==> src/rtl/dense_controller_if.sv <==
// Control bundle between the dense-layer sequencer, the AXIS buffers and
// the dense datapath. slave = controller side, master = environment side.
interface dense_controller_if #(
  parameter int CYC_WIDTH = 16
);
  logic                 start;
  logic                 abort;
  logic                 inStall;
  logic                 outReady;
  logic                 mulDone;
  logic                 calcDone;
  logic                 putData;
  logic                 clear;
  logic                 clearReg;
  logic                 inCntEn;
  logic                 load;
  logic                 WorB;
  logic                 outCntEn;
  logic                 outWrite;
  logic                 busy;
  logic                 done;
  logic                 error;
  logic [CYC_WIDTH-1:0] cycleCount;
  logic [2:0]           state;

  modport slave (
    input  start, abort, inStall, outReady,
    input  mulDone, calcDone, putData,
    output clear, clearReg, inCntEn, load, WorB,
    output outCntEn, outWrite, busy, done, error,
    output cycleCount, state
  );

  modport master (
    output start, abort, inStall, outReady,
    output mulDone, calcDone, putData,
    input  clear, clearReg, inCntEn, load, WorB,
    input  outCntEn, outWrite, busy, done, error,
    input  cycleCount, state
  );
endinterface

==> src/rtl/dense_controller.sv <==
// Dense-layer sequencer: INIT -> (MAC* -> BIAS) per neuron -> DONE.
// Ports: clk, rst (sync, active-high), ctl (dense_controller_if.slave).
module dense_controller #(
  parameter int CYC_WIDTH = 16
) (
  input logic               clk,
  input logic               rst,
  dense_controller_if.slave ctl
);

  typedef enum logic [2:0] {
    S_IDLE = 3'd0,
    S_INIT = 3'd1,
    S_MAC  = 3'd2,
    S_BIAS = 3'd3,
    S_DONE = 3'd4
  } state_e;

  state_e               state_q, state_d;
  logic [CYC_WIDTH-1:0] cyc_q, cyc_d;
  logic                 err_q, err_d;

  logic       clear, clear_reg, in_cnt_en, load;
  logic       worb, out_cnt_en, out_write;
  logic       busy, done, accept;
  logic [2:0] state_o;

  always_ff @(posedge clk) begin
    if (rst) begin
      state_q <= S_IDLE;
      cyc_q   <= '0;
      err_q   <= 1'b0;
    end else begin
      state_q <= state_d;
      cyc_q   <= cyc_d;
      err_q   <= err_d;
    end
  end

  always_comb begin
    state_d    = state_q;
    clear      = 1'b0;
    clear_reg  = 1'b0;
    in_cnt_en  = 1'b0;
    load       = 1'b0;
    worb       = 1'b0;
    out_cnt_en = 1'b0;
    out_write  = 1'b0;
    busy       = 1'b0;
    done       = 1'b0;
    accept     = 1'b0;
    state_o    = state_q;
    unique case (state_q)
      S_IDLE: begin
        if (ctl.start) begin
          state_d = S_INIT;
          accept  = 1'b1;
        end
      end
      S_INIT: begin
        busy      = 1'b1;
        clear     = 1'b1;
        clear_reg = 1'b1;
        state_d   = S_MAC;
      end
      S_MAC: begin
        busy = 1'b1;
        if (!ctl.inStall) begin
          in_cnt_en = 1'b1;
          load      = 1'b1;
          if (ctl.mulDone) state_d = S_BIAS;
        end
      end
      S_BIAS: begin
        busy = 1'b1;
        worb = 1'b1;
        if (ctl.outReady) begin
          out_write  = 1'b1;
          out_cnt_en = 1'b1;
          clear_reg  = 1'b1;
          state_d    = ctl.calcDone ? S_DONE : S_MAC;
        end
      end
      S_DONE: begin
        busy    = 1'b1;
        done    = 1'b1;
        state_d = S_IDLE;
      end
      default: begin
        state_d = S_IDLE;
        state_o = S_IDLE;
      end
    endcase
    // abort beats everything, including a start in IDLE
    if (ctl.abort) begin
      state_d    = S_IDLE;
      accept     = 1'b0;
      clear      = 1'b0;
      clear_reg  = 1'b0;
      in_cnt_en  = 1'b0;
      load       = 1'b0;
      worb       = 1'b0;
      out_cnt_en = 1'b0;
      out_write  = 1'b0;
      done       = 1'b0;
    end
  end

  // reads 0 during INIT, then counts every busy cycle
  always_comb begin
    cyc_d = cyc_q;
    if (accept)
      cyc_d = '0;
    else if (busy && (cyc_q != '1))
      cyc_d = cyc_q + 1'b1;
  end

  always_comb begin
    err_d = err_q;
    if (accept)
      err_d = 1'b0;
    else if (out_write && (ctl.calcDone != ctl.putData))
      err_d = 1'b1;
  end

  assign ctl.clear      = clear;
  assign ctl.clearReg   = clear_reg;
  assign ctl.inCntEn    = in_cnt_en;
  assign ctl.load       = load;
  assign ctl.WorB       = worb;
  assign ctl.outCntEn   = out_cnt_en;
  assign ctl.outWrite   = out_write;
  assign ctl.busy       = busy;
  assign ctl.done       = done;
  assign ctl.error      = err_q;
  assign ctl.cycleCount = cyc_q;
  assign ctl.state      = state_o;

endmodule

==> src/flat_wrapper.sv <==
// flat-port wrapper written by rule: the top's interface ports become plain ports
module dense_controller_flat 
#(
  parameter int CYC_WIDTH = 16
)
  (clk, rst, ctl_start, ctl_abort, ctl_inStall, ctl_outReady, ctl_mulDone, ctl_calcDone, ctl_putData, ctl_clear, ctl_clearReg, ctl_inCntEn, ctl_load, ctl_WorB, ctl_outCntEn, ctl_outWrite, ctl_busy, ctl_done, ctl_error, ctl_cycleCount, ctl_state);
  dense_controller_if #(.CYC_WIDTH(CYC_WIDTH)) ctl_i ();
  input logic clk;
  input logic rst;
  input wire logic [$bits(ctl_i.start)-1:0] ctl_start;
  input wire logic [$bits(ctl_i.abort)-1:0] ctl_abort;
  input wire logic [$bits(ctl_i.inStall)-1:0] ctl_inStall;
  input wire logic [$bits(ctl_i.outReady)-1:0] ctl_outReady;
  input wire logic [$bits(ctl_i.mulDone)-1:0] ctl_mulDone;
  input wire logic [$bits(ctl_i.calcDone)-1:0] ctl_calcDone;
  input wire logic [$bits(ctl_i.putData)-1:0] ctl_putData;
  output wire logic [$bits(ctl_i.clear)-1:0] ctl_clear;
  output wire logic [$bits(ctl_i.clearReg)-1:0] ctl_clearReg;
  output wire logic [$bits(ctl_i.inCntEn)-1:0] ctl_inCntEn;
  output wire logic [$bits(ctl_i.load)-1:0] ctl_load;
  output wire logic [$bits(ctl_i.WorB)-1:0] ctl_WorB;
  output wire logic [$bits(ctl_i.outCntEn)-1:0] ctl_outCntEn;
  output wire logic [$bits(ctl_i.outWrite)-1:0] ctl_outWrite;
  output wire logic [$bits(ctl_i.busy)-1:0] ctl_busy;
  output wire logic [$bits(ctl_i.done)-1:0] ctl_done;
  output wire logic [$bits(ctl_i.error)-1:0] ctl_error;
  output wire logic [$bits(ctl_i.cycleCount)-1:0] ctl_cycleCount;
  output wire logic [$bits(ctl_i.state)-1:0] ctl_state;
  assign ctl_i.start = ctl_start;
  assign ctl_i.abort = ctl_abort;
  assign ctl_i.inStall = ctl_inStall;
  assign ctl_i.outReady = ctl_outReady;
  assign ctl_i.mulDone = ctl_mulDone;
  assign ctl_i.calcDone = ctl_calcDone;
  assign ctl_i.putData = ctl_putData;
  assign ctl_clear = ctl_i.clear;
  assign ctl_clearReg = ctl_i.clearReg;
  assign ctl_inCntEn = ctl_i.inCntEn;
  assign ctl_load = ctl_i.load;
  assign ctl_WorB = ctl_i.WorB;
  assign ctl_outCntEn = ctl_i.outCntEn;
  assign ctl_outWrite = ctl_i.outWrite;
  assign ctl_busy = ctl_i.busy;
  assign ctl_done = ctl_i.done;
  assign ctl_error = ctl_i.error;
  assign ctl_cycleCount = ctl_i.cycleCount;
  assign ctl_state = ctl_i.state;
  dense_controller #(.CYC_WIDTH(CYC_WIDTH)) u_core (.clk(clk), .rst(rst), .ctl(ctl_i));
endmodule
==> config.mk <==
export PLATFORM = sky130hd
export DESIGN_NAME = dense_controller_flat
export DESIGN_NICKNAME = d
export VERILOG_FILES = /design/src/rtl/dense_controller_if.sv /design/src/rtl/dense_controller.sv /design/src/flat_wrapper.sv
export SDC_FILE = /design/constraint.sdc
export NUM_CORES = 1
export LEC_CHECK = 0
export ABC_AREA = 1
export BUFFER_PORTS_ARGS = -buffer_cell sky130_fd_sc_hd__buf_2
export CAP_MARGIN = 0
export CORE_MARGIN = 3
export CORE_UTILIZATION = 38
export DETAILED_ROUTE_END_ITERATION = 7
export PLACE_DENSITY = 0.72
export SETUP_SLACK_MARGIN = 0.4
export SYNTH_ARGS = -nofsm -noshare
export SYNTH_HDL_FRONTEND = slang
export SYNTH_SLANG_ARGS = --single-unit
export TNS_END_PERCENT = 100
==> constraint.sdc <==
create_clock -name clk -period 1.9 [get_ports clk]
set_input_delay 0.095 -clock clk [delete_from_list [all_inputs] [get_ports clk]]
set_output_delay 0.095 -clock clk [all_outputs]
set_load 0.01 [all_outputs]
==> summary.txt <==
Worst setup path
  • Critical Path Start Type: register
  • Data arrival, critical path: 1.40 ns
  • Worst Path Required: 1.80 ns
  • CP Max Fanout: 4
  • Setup CP Type: register to primary output
  • Critical path capture point type: primary output

STA
  • Final Hold Fails: 0
  • RSZ-0062 raised after global routing: yes
  • Clock skew: 0.00268 ns
  • Worst rel slew slack: 82.1%
  • Max-slew violations: 0
  • Tcrit/Tclk final: 78.5%
  • Final setup vio count: 0
  • Tmin final: 1.49 ns
  • Worst Tran Pin Value: 0.267 ns
  • Max Fclk: 0.670 GHz
  • Setup TNS: 0 ns

Synthesis
  • Cell taking the most area after synthesis: dfxtp_1
  • Post-synth top cells: nand2_1 (50), nor2_1 (39), dfxtp_1 (20)
  • Seq cells post-synth: 20
  • Post-synth EDFFs: 0
  • Synthesized area: 1340 sq um
  • Yosys warns: 0
  • Unique masters post-synth: 32
  • Cells after Synth: 201
  • Ys async rst share: 0%
  • Largest cells by area after synthesis: dfxtp_1 (30%), nand2_1 (14%), nor2_1 (11%)
  • Seq/Total Area, Yosys: 30.0%
  • Synthesized net count: 211
  • Post-synth top area share: 30.0%
  • Syn_area_per_cell: 6.65 sq um
  • Count leader, synth: nand2_1
  • Synth Flop Type: dfxtp_1

Finish
  • Share of post-route cells with drive strength above 1: 36.4%
  • Area delta synth->final: 26.3%
  • Antenna fix cells: 0
  • Nets: 253
  • Non-Filler Instances: 286

Floorplanning
  • Starting density of the core: 41.7%
  • Die width: 65.3 microns
  • Chip Height: 65.3 microns
  • Core area: 3200 sq um
  • Die ar.: 4260 sq um
  • Ports: 38
  • FP Rows: 20

Routing
  • First-pass DRT Iterations: 5
  • Via count: 1,360
  • Initial DRC Count: 41
  • Total routed wirelength: 3140 microns
  • Vias per cell: 4.76
  • Final ANT Viol Nets: 0
  • WL per Instance: 11.0 microns
  • DRC: 0

Outcome
  • Status: complete, no violations

Clock tree
  • Root Driver: clkbuf_4
  • CTS tree: yes
  • Worst-path clk slew: 0.12 ns
  • TritonCTS Buffers: 3
  • CTS sink count: 20
  • H-tree lvl count: 1
  • CTS max path bufs: 2
  • Worst-skew pair later-pin latency: 0.31 ns

GRT
  • Vias in the first global route: 1,187
  • Initial antenna violation count: 0
  • Largest net degree at the start of global routing: 12
  • GRT Util Overall: 15.2%
  • GRT overflow: 0
  • Global-route wire length before repair: 5140 microns

Pwr
  • Peak supply drop: 0.000256 V
  • P_leak: 0.762 nW
  • Pwr per Cell Area: 483 nW/um^2

Place
  • Dpl hpwl: 2410 microns
  • Port Buffers: 37
  • Routability cong.: 0.858
  • DP Cell Count: 279

Flow run
  • Max-Cap Viols: 0

Worst hold path
  • Min-Delay Path Class: input port to register
## logic make-up after synthesis
kind of cell	count (synthesis)	share of synthesized area, %
AO/OA/AOI/OAI	16	7.58
XOR/XNOR	4	2.62
adder cells (fa/ha/maj)	1	0.936
buffers and inverters	26	8.99
flip-flops	20	30.0
AND/OR/NAND/NOR	134	49.9
## cells in the final DEF (no fill, tap or decap)
cell type	Yosys	routed
a21oi_1	12	12
a31oi_2	1	1
buf_2	1	37
buf_4	2	4
clkbuf_4	0	3
clkbuf_8	1	1
clkinv_1	1	1
clkinv_4	0	1
dfxtp_1	20	14
dfxtp_2	0	1
dfxtp_4	0	5
ha_4	0	1
inv_1	15	15
inv_2	4	4
inv_4	1	1
nand2_1	50	49
nand2_2	5	6
nand2_4	2	2
nand2_8	1	1
nand3_1	12	12
nand3_2	1	1
nand4_1	5	5
nor2_1	39	36
nor2_2	5	7
nor2_4	5	6
nor2_8	1	1
nor3_1	3	3
nor3_4	0	1
nor4_1	3	1
nor4_2	0	1
nor4_4	0	1
o211ai_1	1	1
o21ai_1	1	1
o21ai_4	1	1
or2_2	1	1
xnor2_1	2	2
xor2_1	2	2
## worst paths after layout
kind	to	slack, ns	startpoint	cells past startpoint
max	ctl_clearReg	0.41	u_core.state_q[2]	7
min reg2reg	u_core.ctl.error	0.49	u_core.ctl.error	2
max reg2reg	u_core.ctl.cycleCount[15]	0.47	u_core.ctl.cycleCount[0]	8
min	u_core.state_q[1]	0.04	rst	4
## area by class of cell
cell class | count | area (sq um)
fillers | 333 | 1520
multi-input cells | 155 | 871
well taps | 44 | 55.1
flip-flops and latches | 20 | 420
repair buffers | 41 | 215
inverters | 22 | 90.1
clock buffers | 4 | 36.3
## sequential cells by signal (all words and copies together) (netlist names)
register and count:
u_core.state_q 3, u_core.ctl.error 1, u_core.ctl.cycleCount 16
## through the flow
stage          area (sq um)  hold slack (ns)  total power, W  util [%]  worst slack (ns)
3_5_place_dp           1550            0.383        0.000558      48.4             0.370
3_3_place_gp           1550            0.383        0.000558      48.4             0.432
5_1_grt                1690           0.0812        0.000848      52.7             0.333
6_report               1690           0.0446        0.000815      52.7             0.408
2_1_floorplan          1340            0.234        0.000522         -             0.424
4_1_cts                1640           0.0401        0.000817      51.2             0.402
## where the power goes
part,switching [W],internal [W]
Combinational,0.0000766,0.0000456
Sequential,0.0000123,0.000423
Clock,0.000140,0.000117
## timing repair
action,4_1_cts,5_1_grt
resized for setup,11,11
setup endpoints to repair,14,21
buffers inserted,3,0
hold endpoints to repair,0,0
hold buffers,0,0
pin swaps,0,2
## worst max-delay path, cell delays in order, from the launching register on
cell	delay [ns]
dfxtp_4	0.38
clkinv_4	0.06
nand2_2	0.07
nor2_2	0.04
inv_2	0.07
nor3_4	0.04
or2_2	0.28
buf_2	0.14
## routing by layer
metal  track usage (%)  up-vias  share of wire, %
met3              1.88        3               4.4
met5                 0        -                 0
li1                  -      727                 -
met1              20.8      601                48
met2              24.1       29                46
met4              6.22        0              0.92
(Power assumes the default switching activity.)
